[src/rtl/sdram_defs.sv]
// Shared definitions for the SDR SDRAM controller.
// Holds the SDRAM command encodings ({cs_n, ras_n, cas_n, we_n}), the
// controller state encoding, and helpers that build the mode-register word
// and split a CPU address into row and column.
package sdram_defs;

    // SDRAM command encodings, bit order {cs_n, ras_n, cas_n, we_n}
    localparam logic [3:0] CMD_DESEL = 4'b1111;
    localparam logic [3:0] CMD_NOP   = 4'b0111;
    localparam logic [3:0] CMD_ACT   = 4'b0011;
    localparam logic [3:0] CMD_READ  = 4'b0101;
    localparam logic [3:0] CMD_WRITE = 4'b0100;
    localparam logic [3:0] CMD_PRE   = 4'b0010;
    localparam logic [3:0] CMD_REF   = 4'b0001;
    localparam logic [3:0] CMD_MRS   = 4'b0000;

    // Width of the shared wait counter and of the refresh counter
    localparam int WAIT_W = 16;

    typedef enum logic [3:0] {
        ST_INIT_WAIT = 4'd0,
        ST_INIT_PRE  = 4'd1,
        ST_INIT_REF1 = 4'd2,
        ST_INIT_REF2 = 4'd3,
        ST_INIT_MRS  = 4'd4,
        ST_IDLE      = 4'd5,
        ST_ACT       = 4'd6,
        ST_RW        = 4'd7,
        ST_CAS_WAIT  = 4'd8,
        ST_PRE_WAIT  = 4'd9,
        ST_REFRESH   = 4'd10
    } state_t;

    // Mode register: burst length 1, sequential burst, given CAS latency
    function automatic logic [11:0] mode_word(input int unsigned cas_lat);
        logic [2:0] cl;
        cl = cas_lat[2:0];
        return {5'b00000, cl, 1'b0, 3'b000};
    endfunction

    // Row address driven with ACTIVATE
    function automatic logic [11:0] row_addr(input logic [15:0] cpu_addr);
        return {6'b000000, cpu_addr[13:8]};
    endfunction

    // Column address driven with READ/WRITE; A10 set selects auto-precharge
    function automatic logic [11:0] col_addr(input logic [15:0] cpu_addr);
        return {4'b0100, cpu_addr[7:0]};
    endfunction

endpackage

[src/rtl/sdram_ctrl_if.sv]
// CPU-side bus of the SDRAM controller.
//   req/we/addr/wdata : access request from the CPU, held until ack
//   rdata             : read data, valid in the ack cycle and held after
//   ack               : one-cycle completion pulse
// master modport is the CPU side, slave modport is the controller side.
interface sdram_ctrl_if;
    logic        req;
    logic        we;
    logic [15:0] addr;
    logic [7:0]  wdata;
    logic [7:0]  rdata;
    logic        ack;

    modport master (output req, output we, output addr, output wdata,
                    input rdata, input ack);
    modport slave  (input req, input we, input addr, input wdata,
                    output rdata, output ack);
endinterface

[src/rtl/sdram_refresh_timer.sv]
// Auto-refresh request timer.
// A free-running down-counter runs while enable is high. Each time it
// reaches zero it reloads REFRESH_INTERVAL-1 and raises pending. Only one
// request is remembered: an expiry while pending is already set is absorbed.
// Ports: clk_in, reset (async, active high), enable (count), clear (drop
// pending once the refresh has been done), pending (refresh owed).
module sdram_refresh_timer
    import sdram_defs::*;
#(
    parameter int REFRESH_INTERVAL = 115
) (
    input  logic clk_in,
    input  logic reset,
    input  logic enable,
    input  logic clear,
    output logic pending
);

    localparam logic [WAIT_W-1:0] RELOAD = WAIT_W'(REFRESH_INTERVAL - 1);

    logic [WAIT_W-1:0] cnt_q, cnt_d;
    logic              pending_q, pending_d;
    logic              expire_s;

    // Next counter value and pending flag; a new expiry wins over clear
    always_comb begin
        expire_s  = enable && (cnt_q == {WAIT_W{1'b0}});
        cnt_d     = cnt_q;
        pending_d = pending_q;
        if (expire_s) begin
            cnt_d     = RELOAD;
            pending_d = 1'b1;
        end else if (enable) begin
            cnt_d     = cnt_q - WAIT_W'(1);
            pending_d = clear ? 1'b0 : pending_q;
        end else begin
            cnt_d     = cnt_q;
            pending_d = clear ? 1'b0 : pending_q;
        end
    end

    // Counter and flag registers
    always_ff @(posedge clk_in or posedge reset) begin
        if (reset) begin
            cnt_q     <= RELOAD;
            pending_q <= 1'b0;
        end else begin
            cnt_q     <= cnt_d;
            pending_q <= pending_d;
        end
    end

    assign pending = pending_q;

endmodule

[src/rtl/sdram_ctrl.sv]
// Single-port SDR SDRAM controller for 8-bit CPU accesses on a 16-bit bus.
// Runs the power-up sequence (NOP wait, PRECHARGE ALL, two AUTO REFRESH,
// MODE REGISTER SET), then serves each access with ACTIVATE followed by
// READA/WRITEA so no row is ever left open, and inserts auto-refresh when
// the refresh timer asks for it.
// Ports: clk_in, reset (async, active high); bus (CPU request/ack bus,
// slave side); init_done; SDRAM pins sd_cke, sd_cs_n, sd_ras_n, sd_cas_n,
// sd_we_n, sd_ba, sd_a, sd_dq_out, sd_dq_oe, sd_dq_in, sd_dqm.
// Every pin is driven from a register.
module sdram_ctrl
    import sdram_defs::*;
#(
    parameter int INIT_CYCLES      = 1475,
    parameter int REFRESH_INTERVAL = 115,
    parameter int TRCD             = 2,
    parameter int CAS              = 2,
    parameter int TRP              = 2,
    parameter int TWR              = 2,
    parameter int TRFC             = 4,
    parameter int TMRD             = 2
) (
    input  logic              clk_in,
    input  logic              reset,
    sdram_ctrl_if.slave       bus,
    output logic              init_done,
    output logic              sd_cke,
    output logic              sd_cs_n,
    output logic              sd_ras_n,
    output logic              sd_cas_n,
    output logic              sd_we_n,
    output logic [1:0]        sd_ba,
    output logic [11:0]       sd_a,
    output logic [7:0]        sd_dq_out,
    output logic              sd_dq_oe,
    input  logic [7:0]        sd_dq_in,
    output logic              sd_dqm
);

    // Wait-counter load values: a load of N-1 gives N cycles in the state
    localparam logic [WAIT_W-1:0] W_INIT = WAIT_W'(INIT_CYCLES);
    localparam logic [WAIT_W-1:0] W_TRCD = WAIT_W'(TRCD - 1);
    localparam logic [WAIT_W-1:0] W_CAS  = WAIT_W'(CAS - 1);
    localparam logic [WAIT_W-1:0] W_TRP  = WAIT_W'(TRP - 1);
    localparam logic [WAIT_W-1:0] W_WRP  = WAIT_W'(TWR + TRP - 1);
    localparam logic [WAIT_W-1:0] W_TRFC = WAIT_W'(TRFC - 1);
    localparam logic [WAIT_W-1:0] W_TMRD = WAIT_W'(TMRD - 1);

    state_t            state_q, state_d;
    logic [WAIT_W-1:0] wait_q, wait_d;
    logic [3:0]        cmd_q, cmd_d;
    logic [1:0]        ba_q, ba_d;
    logic [11:0]       a_q, a_d;
    logic [7:0]        dq_out_q, dq_out_d;
    logic              dq_oe_q, dq_oe_d;
    logic              dqm_q, dqm_d;
    logic              cke_q, cke_d;
    logic [7:0]        rdata_q, rdata_d;
    logic              ack_q, ack_d;
    logic              init_done_q, init_done_d;

    logic              wait_done_s;
    logic              ref_pending_s;
    logic              ref_clear_s;

    assign wait_done_s = (wait_q == {WAIT_W{1'b0}});

    // Refresh timer starts counting once the controller first reaches IDLE
    sdram_refresh_timer #(
        .REFRESH_INTERVAL (REFRESH_INTERVAL)
    ) u_refresh_timer (
        .clk_in  (clk_in),
        .reset   (reset),
        .enable  (init_done_q),
        .clear   (ref_clear_s),
        .pending (ref_pending_s)
    );

    // State, wait counter and all pin registers
    always_ff @(posedge clk_in or posedge reset) begin
        if (reset) begin
            state_q     <= ST_INIT_WAIT;
            wait_q      <= W_INIT;
            cmd_q       <= CMD_DESEL;
            ba_q        <= 2'b00;
            a_q         <= 12'h000;
            dq_out_q    <= 8'h00;
            dq_oe_q     <= 1'b0;
            dqm_q       <= 1'b1;
            cke_q       <= 1'b0;
            rdata_q     <= 8'h00;
            ack_q       <= 1'b0;
            init_done_q <= 1'b0;
        end else begin
            state_q     <= state_d;
            wait_q      <= wait_d;
            cmd_q       <= cmd_d;
            ba_q        <= ba_d;
            a_q         <= a_d;
            dq_out_q    <= dq_out_d;
            dq_oe_q     <= dq_oe_d;
            dqm_q       <= dqm_d;
            cke_q       <= cke_d;
            rdata_q     <= rdata_d;
            ack_q       <= ack_d;
            init_done_q <= init_done_d;
        end
    end

    // Next state and shared wait counter
    always_comb begin
        state_d     = state_q;
        wait_d      = wait_q;
        ref_clear_s = 1'b0;
        case (state_q)
            ST_INIT_WAIT: begin
                if (wait_done_s) begin
                    state_d = ST_INIT_PRE;
                    wait_d  = W_TRP;
                end else begin
                    wait_d = wait_q - WAIT_W'(1);
                end
            end
            ST_INIT_PRE: begin
                if (wait_done_s) begin
                    state_d = ST_INIT_REF1;
                    wait_d  = W_TRFC;
                end else begin
                    wait_d = wait_q - WAIT_W'(1);
                end
            end
            ST_INIT_REF1: begin
                if (wait_done_s) begin
                    state_d = ST_INIT_REF2;
                    wait_d  = W_TRFC;
                end else begin
                    wait_d = wait_q - WAIT_W'(1);
                end
            end
            ST_INIT_REF2: begin
                if (wait_done_s) begin
                    state_d = ST_INIT_MRS;
                    wait_d  = W_TMRD;
                end else begin
                    wait_d = wait_q - WAIT_W'(1);
                end
            end
            ST_INIT_MRS: begin
                if (wait_done_s) begin
                    state_d = ST_IDLE;
                end else begin
                    wait_d = wait_q - WAIT_W'(1);
                end
            end
            ST_IDLE: begin
                // An owed refresh always goes before a CPU access
                if (ref_pending_s) begin
                    state_d = ST_REFRESH;
                    wait_d  = W_TRFC;
                end else if (bus.req) begin
                    state_d = ST_ACT;
                    wait_d  = W_TRCD;
                end else begin
                    state_d = ST_IDLE;
                end
            end
            ST_ACT: begin
                if (wait_done_s) begin
                    state_d = ST_RW;
                end else begin
                    wait_d = wait_q - WAIT_W'(1);
                end
            end
            ST_RW: begin
                // Writes go straight to recovery; reads wait out CAS latency
                if (bus.we) begin
                    state_d = ST_PRE_WAIT;
                    wait_d  = W_WRP;
                end else begin
                    state_d = ST_CAS_WAIT;
                    wait_d  = W_CAS;
                end
            end
            ST_CAS_WAIT: begin
                if (wait_done_s) begin
                    state_d = ST_PRE_WAIT;
                    wait_d  = W_TRP;
                end else begin
                    wait_d = wait_q - WAIT_W'(1);
                end
            end
            ST_PRE_WAIT: begin
                if (wait_done_s) begin
                    state_d = ST_IDLE;
                end else begin
                    wait_d = wait_q - WAIT_W'(1);
                end
            end
            ST_REFRESH: begin
                if (wait_done_s) begin
                    state_d     = ST_IDLE;
                    ref_clear_s = 1'b1;
                end else begin
                    wait_d = wait_q - WAIT_W'(1);
                end
            end
            default: begin
                state_d = ST_INIT_WAIT;
                wait_d  = W_INIT;
            end
        endcase
    end

    // Pin values for the next cycle; any cycle without a command is a NOP
    always_comb begin
        cmd_d       = CMD_NOP;
        ba_d        = 2'b00;
        a_d         = 12'h000;
        dq_out_d    = 8'h00;
        dq_oe_d     = 1'b0;
        dqm_d       = dqm_q;
        cke_d       = 1'b1;
        rdata_d     = rdata_q;
        ack_d       = 1'b0;
        init_done_d = init_done_q;
        case (state_q)
            ST_INIT_WAIT: begin
                if (wait_done_s) begin
                    cmd_d = CMD_PRE;
                    a_d   = 12'h400;  // A10 = precharge all banks
                end else begin
                    cmd_d = CMD_NOP;
                end
            end
            ST_INIT_PRE, ST_INIT_REF1: begin
                if (wait_done_s) begin
                    cmd_d = CMD_REF;
                end else begin
                    cmd_d = CMD_NOP;
                end
            end
            ST_INIT_REF2: begin
                if (wait_done_s) begin
                    cmd_d = CMD_MRS;
                    a_d   = mode_word(CAS);
                end else begin
                    cmd_d = CMD_NOP;
                end
            end
            ST_INIT_MRS: begin
                if (wait_done_s) begin
                    init_done_d = 1'b1;
                    dqm_d       = 1'b0;
                end else begin
                    init_done_d = init_done_q;
                end
            end
            ST_IDLE: begin
                if (ref_pending_s) begin
                    cmd_d = CMD_REF;
                end else if (bus.req) begin
                    cmd_d = CMD_ACT;
                    ba_d  = bus.addr[15:14];
                    a_d   = row_addr(bus.addr);
                end else begin
                    cmd_d = CMD_NOP;
                end
            end
            ST_ACT: begin
                if (wait_done_s) begin
                    ba_d = bus.addr[15:14];
                    a_d  = col_addr(bus.addr);
                    if (bus.we) begin
                        // Burst length 1: data is on the pad with WRITEA only
                        cmd_d    = CMD_WRITE;
                        dq_oe_d  = 1'b1;
                        dq_out_d = bus.wdata;
                    end else begin
                        cmd_d = CMD_READ;
                    end
                end else begin
                    cmd_d = CMD_NOP;
                end
            end
            ST_RW: begin
                if (bus.we) begin
                    ack_d = 1'b1;
                end else begin
                    ack_d = 1'b0;
                end
            end
            ST_CAS_WAIT: begin
                if (wait_done_s) begin
                    rdata_d = sd_dq_in;
                    ack_d   = 1'b1;
                end else begin
                    ack_d = 1'b0;
                end
            end
            default: begin
                cmd_d = CMD_NOP;
            end
        endcase
    end

    assign sd_cs_n   = cmd_q[3];
    assign sd_ras_n  = cmd_q[2];
    assign sd_cas_n  = cmd_q[1];
    assign sd_we_n   = cmd_q[0];
    assign sd_ba     = ba_q;
    assign sd_a      = a_q;
    assign sd_dq_out = dq_out_q;
    assign sd_dq_oe  = dq_oe_q;
    assign sd_dqm    = dqm_q;
    assign sd_cke    = cke_q;
    assign bus.rdata = rdata_q;
    assign bus.ack   = ack_q;
    assign init_done = init_done_q;

endmodule
[src/flat_wrapper.sv]
// flat-port wrapper written by rule: the top's interface ports become plain ports
module sdram_ctrl_flat import sdram_defs::*;
#(
    parameter int INIT_CYCLES      = 1475,
    parameter int REFRESH_INTERVAL = 115,
    parameter int TRCD             = 2,
    parameter int CAS              = 2,
    parameter int TRP              = 2,
    parameter int TWR              = 2,
    parameter int TRFC             = 4,
    parameter int TMRD             = 2
)
  (clk_in, reset, init_done, sd_cke, sd_cs_n, sd_ras_n, sd_cas_n, sd_we_n, sd_ba, sd_a, sd_dq_out, sd_dq_oe, sd_dq_in, sd_dqm, bus_req, bus_we, bus_addr, bus_wdata, bus_rdata, bus_ack);
  sdram_ctrl_if bus_i ();
  input  logic clk_in;
  input  logic reset;
  output logic init_done;
  output logic sd_cke;
  output logic sd_cs_n;
  output logic sd_ras_n;
  output logic sd_cas_n;
  output logic sd_we_n;
  output logic [1:0] sd_ba;
  output logic [11:0] sd_a;
  output logic [7:0] sd_dq_out;
  output logic sd_dq_oe;
  input  logic [7:0] sd_dq_in;
  output logic sd_dqm;
  input wire logic [$bits(bus_i.req)-1:0] bus_req;
  input wire logic [$bits(bus_i.we)-1:0] bus_we;
  input wire logic [$bits(bus_i.addr)-1:0] bus_addr;
  input wire logic [$bits(bus_i.wdata)-1:0] bus_wdata;
  output wire logic [$bits(bus_i.rdata)-1:0] bus_rdata;
  output wire logic [$bits(bus_i.ack)-1:0] bus_ack;
  assign bus_i.req = bus_req;
  assign bus_i.we = bus_we;
  assign bus_i.addr = bus_addr;
  assign bus_i.wdata = bus_wdata;
  assign bus_rdata = bus_i.rdata;
  assign bus_ack = bus_i.ack;
  sdram_ctrl #(.INIT_CYCLES(INIT_CYCLES), .REFRESH_INTERVAL(REFRESH_INTERVAL), .TRCD(TRCD), .CAS(CAS), .TRP(TRP), .TWR(TWR), .TRFC(TRFC), .TMRD(TMRD)) u_core (.clk_in(clk_in), .reset(reset), .bus(bus_i), .init_done(init_done), .sd_cke(sd_cke), .sd_cs_n(sd_cs_n), .sd_ras_n(sd_ras_n), .sd_cas_n(sd_cas_n), .sd_we_n(sd_we_n), .sd_ba(sd_ba), .sd_a(sd_a), .sd_dq_out(sd_dq_out), .sd_dq_oe(sd_dq_oe), .sd_dq_in(sd_dq_in), .sd_dqm(sd_dqm));
endmodule
[config.mk]
export PLATFORM = sky130hd
export DESIGN_NAME = sdram_ctrl_flat
export DESIGN_NICKNAME = d
export VERILOG_FILES = /design/src/rtl/sdram_defs.sv /design/src/rtl/sdram_ctrl_if.sv /design/src/rtl/sdram_refresh_timer.sv /design/src/rtl/sdram_ctrl.sv /design/src/flat_wrapper.sv
export SDC_FILE = /design/constraint.sdc
export NUM_CORES = 1
export LEC_CHECK = 0
export CAP_MARGIN = 10
export CORE_ASPECT_RATIO = 1.5
export CORE_MARGIN = 2
export CORE_UTILIZATION = 30
export DETAILED_ROUTE_END_ITERATION = 8
export GPL_ROUTABILITY_DRIVEN = 0
export SYNTH_ARGS = -nofsm -noshare
export SYNTH_HDL_FRONTEND = slang
export SYNTH_HIERARCHICAL = 1
export SYNTH_SLANG_ARGS = --single-unit
[constraint.sdc]
create_clock -name clk_in -period 2.4 [get_ports clk_in]
set_input_delay 0.24 -clock clk_in [delete_from_list [all_inputs] [get_ports clk_in]]
set_output_delay 0.24 -clock clk_in [all_outputs]
set_load 0.01 [all_outputs]
**Yosys cells after proc, flatten, opt, wreduce, memory -nomap -nowiden**

Cells that the tools add are included.

- Word-level logic and storage cells: 98
- Bits in registers: 76
- ROM bits: 0
- Memories: 0
- Output and inout port bits: 39
- Latch bits: 0
- Input bits: 36
- RAM bits: 0

- Reductions and logical operators: 14
- Shifts and indexed selects: 0
- Div/mod/pow operators: 0
- Bitwise gates (word level): 0
- Multiplexer cells: 49
- Add/subtract/negate cells: 2
- Magnitude comparators: 0
- Equality and inequality tests: 19
- Multiply operators: 0

Operators with widths:

| operator | number |
|---|---|
| $mux W16 | 7 |
| $pmux W16 S5 | 1 |
| $pmux W12 S4 | 1 |
| $mux W4 | 9 |
| $pmux W4 S9 | 1 |
| $logic_not A16 Y1 | 2 |
| $sub A16 B1 Y16 const B | 2 |
| $mux W8 | 3 |
| $mux W11 | 2 |
| $pmux W4 S5 | 1 |
| $eq A4 B3 Y1 const B | 4 |
| $ne A2 B1 Y1 const B | 7 |
| $eq A4 B4 Y1 const B | 3 |
| $mux W12 | 1 |
| $mux W2 | 6 |
| $mux W3 | 4 |
| $mux W6 | 2 |
| $mux W1 | 9 |
| $eq A4 B2 Y1 const B | 2 |
| $reduce_and A7 Y1 | 1 |
| $reduce_and A2 Y1 | 3 |
| $reduce_or A3 Y1 | 2 |
| $eq A4 B1 Y1 const B | 1 |
| $logic_not A4 Y1 | 1 |
| other kinds (8) | 9 |

**Longest topological paths before layout**

- Depth after elaboration: 5
- Depth in mapped cells: 9
- Mapped depth without buffers: 7

**By module**

Netlist, hierarchy kept.

Modules (own cells, without submodules):

| module | instances | area each (µm²) | sequential area each (µm²) | cells an instance |
|---|---|---|---|---|
| sdram_ctrl | 1 | 2761.4 | 1415.1 | 269 |
| sdram_refresh_timer | 1 | 915.9 | 430.4 | 85 |

**Worst setup path before layout**

No wires, ideal clock.

- Path kind: register to register
- From: reg u_core.wait_q[0]
- To: reg u_core.wait_q[14]
- Setup slack: 185 ps
- Arrival time: 2150 ps
- Required time: 2334 ps
- Library setup time: 66 ps
- Stages on the path, launching flop included: 9
- Period minus slack after synthesis: 2215 ps
- Path buffers: 1
- Cells stage by stage: dfstp_2 > inv_1 > ha_1 > or4b_1 > or3_1 > clkbuf_1 > or3_1 > o21ai_1 > a22o_1

- Word-level cells in the longest chain between the ends: 3
- Elaborated cells between the ends (all ways): 8
- Those cells by class: 1 x add/sub; 1 x eq/ne; 4 x mux; 2 x reduce/logical

RTL lines:

| element | line | text |
|---|---|---|
| start, declared | sdram_ctrl.sv:49 | `logic [WAIT_W-1:0] wait_q, wait_d;` |
| start signal, assigned | sdram_ctrl.sv:95 | `wait_q <= wait_d;` |
| $sub A16 B1 Y16 / $logic_not A16 Y1 (equally long branches) | -- |  |
| $mux W16 (tied with other cells) | -- |  |
| $pmux W16 S5 / $reduce_and A2 Y1 (equally long branches) | -- |  |

Parallel ways exist; a longest one is shown, timed or not. The select of a mux whose other input is x is not followed.
A chain may end at the register's enable or synchronous reset.

**Worst setup path in the final report**

Same ends and word-level chain as after synthesis.

==> results.yml <==
critical_path:
  worstSetupEndpointType: "flip-flop"
  reg2reg_slack_ps: 140
  r2r_start: "u_core/wait_q[0]"
  cp.required_ps: 2610
  crit_fanout: 7
  crit_type: "reg -> reg"
  worst-r2r-cell-count: 8
  cp_data_arrival_time_ps: 2470
  crit_end: "u_core/wait_q[14]"
  setup.worst_path.start_class: "flip-flop"
  startpoint: "u_core/wait_q[0]"
  r2r_end: "u_core/wait_q[14]"
route:
  ant_nets: 0
  vias_per_cell: 5.02
  drcViolationCount: 0
  routed_wl_mm: 9.07
  drt_iter0_drc: 156
  avgRoutedWirePerCell_um: 15.2
  vias: 2996
  drt_first_pass_iters: 4
clock_network:
  clk_latency_ps: 330
  postCtsSetupRepairBufs: 0
  clk_pin_slew_ps: 60
  hold_buffers: 0
  clock-root-buffer: "clkbuf_16"
  post_cts_resized: 0
  cts.sinks: 73
  htree_levels: 3
  cts_tree: "yes"
  clockBufferDepth: 2
  cts_inserted_buffers: 9
outcome:
  status: "finished clean"
logic_synthesis:
  yosysSeqAreaShare_pct: 50.2
  synth.avg_cell_area_um2: 10.4
  synth_cells: 354
  synthFlopType: "dfrtp_1"
  synth_seq_cells: 73
  synthArstFlopShare_pct: 100
  synth_warnings: 6
  synth_edf_count: 0
  yosysTopAreaCell: "dfrtp_1"
  synth_area_mm2: 0.00368
  synth_top_area_share_pct: 39.5
  synth_area_leaders: "dfrtp_1 (39%), dfstp_2 (11%), a22o_1 (3.6%)"
  synth_cell_type_count: 63
global_route:
  grt_pass1_vias: 3046
  grt_max_degree: 57
  grt_antenna_before_repair: 0
  track_usage_pct: 14.6
  grt_overflow_total: 0
  grt_pass1_wl_mm: 15.1
sta:
  fin_crit_ps: 2260
  tns_ps: 0
  clock_skew_ps: 6.28
  setup_viol: 0
  relSlewSlack_pct: 57.5
  hold_viol_final: 0
  tightest_slew_ps: 637
  rsz0062_at_grt: "no"
  hold_slack_ps: 313
  maxSlewViolCount: 0
  clock.fmax_mhz: 443
  finalCritPeriodShare_pct: 94.0
power_and_ir_drop:
  leakagePower_nw: 2.21
  ir_worst_vdd_v: 0.000299
  p_total_mw: 2.98
  powerDensity_mw_per_mm2: 590
  combPwrFrac_pct: 4.1
  p_sw_uw: 544
  clockPowerShare_pct: 54.1
  pwr-share-seq_pct: 41.8
  swShare_pct: 18.2
  p_int_mw: 2.44
cells_and_area:
  regArea_mm2: 0.00185
  multi_input_area_mm2: 0.00172
  drive_above_1_share_pct: 18.0
  layout_commonest_cell: "clkdlybuf4s50_1"
  antenna_cells: 0
  nets: 479
  area_delta_synth_final_pct: 37.3
  fill_cells: 1146
  layout_common_cells: "clkdlybuf4s50_1 (71), dfrtp_1 (58), nor2_1 (25), nand2_1 (22), buf_4 (21)"
floorplanning:
  dieArea_mm2: 0.0132
  start_util_pct: 30.8
  core_area_mm2: 0.0120
  io_pins: 75
  dieWidth_um: 94.4
  rows: 49
  dieHeight_um: 140
placement:
  port_buffers: 71
  dp_hpwl_mm: 6.74
run:
  drv_cap: 0
min_path:
  hold_class: "in -> async"
flip-flops by register name, indices dropped and copies added (netlist names), 2 cells and up:
name                          cells
u_core/state_q                    4
u_core/cmd_q                      4
u_core/sd_ba                      2
u_core/wait_q                    16
u_core/sd_dq_out                  8
u_core/u_refresh_timer/cnt_q     16
u_core/sd_a                       9
u_core/bus.rdata                  8
cell type report:
| class | instances | share of cell area [%] |
|---|---|---|
| Clock buffer | 11 | 4.61 |
| Multi-Input combinational cell | 251 | 34.1 |
| Timing Repair Buffer | 93 | 17.6 |
| Clock inverter | 5 | 2.53 |
| Inverter | 11 | 0.818 |
| Sequential cell | 73 | 36.6 |
| Tap cell | 153 | 3.79 |
worst max-delay path, stage by stage (launching register included):
cell	delay [ps]
dfstp_2	370
inv_1	110
ha_2	220
or4b_4	470
or3_4	360
buf_4	170
o21ai_0	150
o21ai_1	80
a22o_1	200
synth_stat cells (all sizes together), types with 6 or more instances:
master and n:
nor2b 8, nand2b 8, buf 7, and3 9, nor4 10, nand2 22
o31ai 13, dfstp 15, mux2 8, inv 11, or4 7, clkbuf 15
dfrtp 58, a22o 15, xor2 10, o21ai 17, or3 6, nand3 6
a21oi 9, nor2 25, nor3 18
cell families (layout without fill, tap and decap cells):
logic type / Yosys count / count (layout) / synth area share [%]
other: 2 / 5 / 0.204
multiplexers: 9 / 9 / 2.72
flip-flops: 73 / 73 / 50.2
AO/OA/AOI/OAI: 81 / 81 / 15.5
adder cells (fa/ha/maj): 5 / 5 / 1.63
buffers and inverters: 33 / 120 / 3.81
XOR/XNOR: 13 / 13 / 3.10
AND/OR/NAND/NOR: 138 / 138 / 22.8
layer usage:
layer / share of wire, % / global-route usage [%] / up-vias
met5: 0 / 0 / -
met1: 40 / 16.8 / 1472
met4: 1.8 / 6.41 / 0
met2: 56 / 25.6 / 55
met3: 2.6 / 3.09 / 12
li1: - / - / 1457
worst min-delay path by stage:
stage,start,end,slack [ps],depth (start not counted)
after floorplan,reset,u_core/u_refresh_timer/cnt_q[0],160,1
after global placement,u_core/sd_dqm,u_core/sd_dqm,450,1
after detailed placement,u_core/sd_dqm,u_core/sd_dqm,460,1
after CTS,reset,u_core/sd_cke,320,3
after global routing,reset,u_core/sd_cke,340,3
final,reset,u_core/sd_cke,310,3
power groups by stage:
stage	registers [mW]	logic, mW	clock network [mW]
2_1_floorplan	1.27	0.0336	0
3_3_place_gp	1.27	0.123	0
3_5_place_dp	1.27	0.124	0
4_1_cts	1.25	0.125	1.66
5_1_grt	1.25	0.133	1.71
6_report	1.25	0.121	1.61
per-stage QoR:
stage          instances  utilization (%)  setup WS [ps]  area, um2
2_1_floorplan        357                -            185       3690
4_1_cts              597             42.1           74.3       5030
6_report             597             42.2            143       5050
3_3_place_gp         581             39.1            154       4670
3_5_place_dp         581             39.1            104       4670
5_1_grt              597             42.2           8.26       5050
No activity file was read; power rests on OpenSTA's default activity.
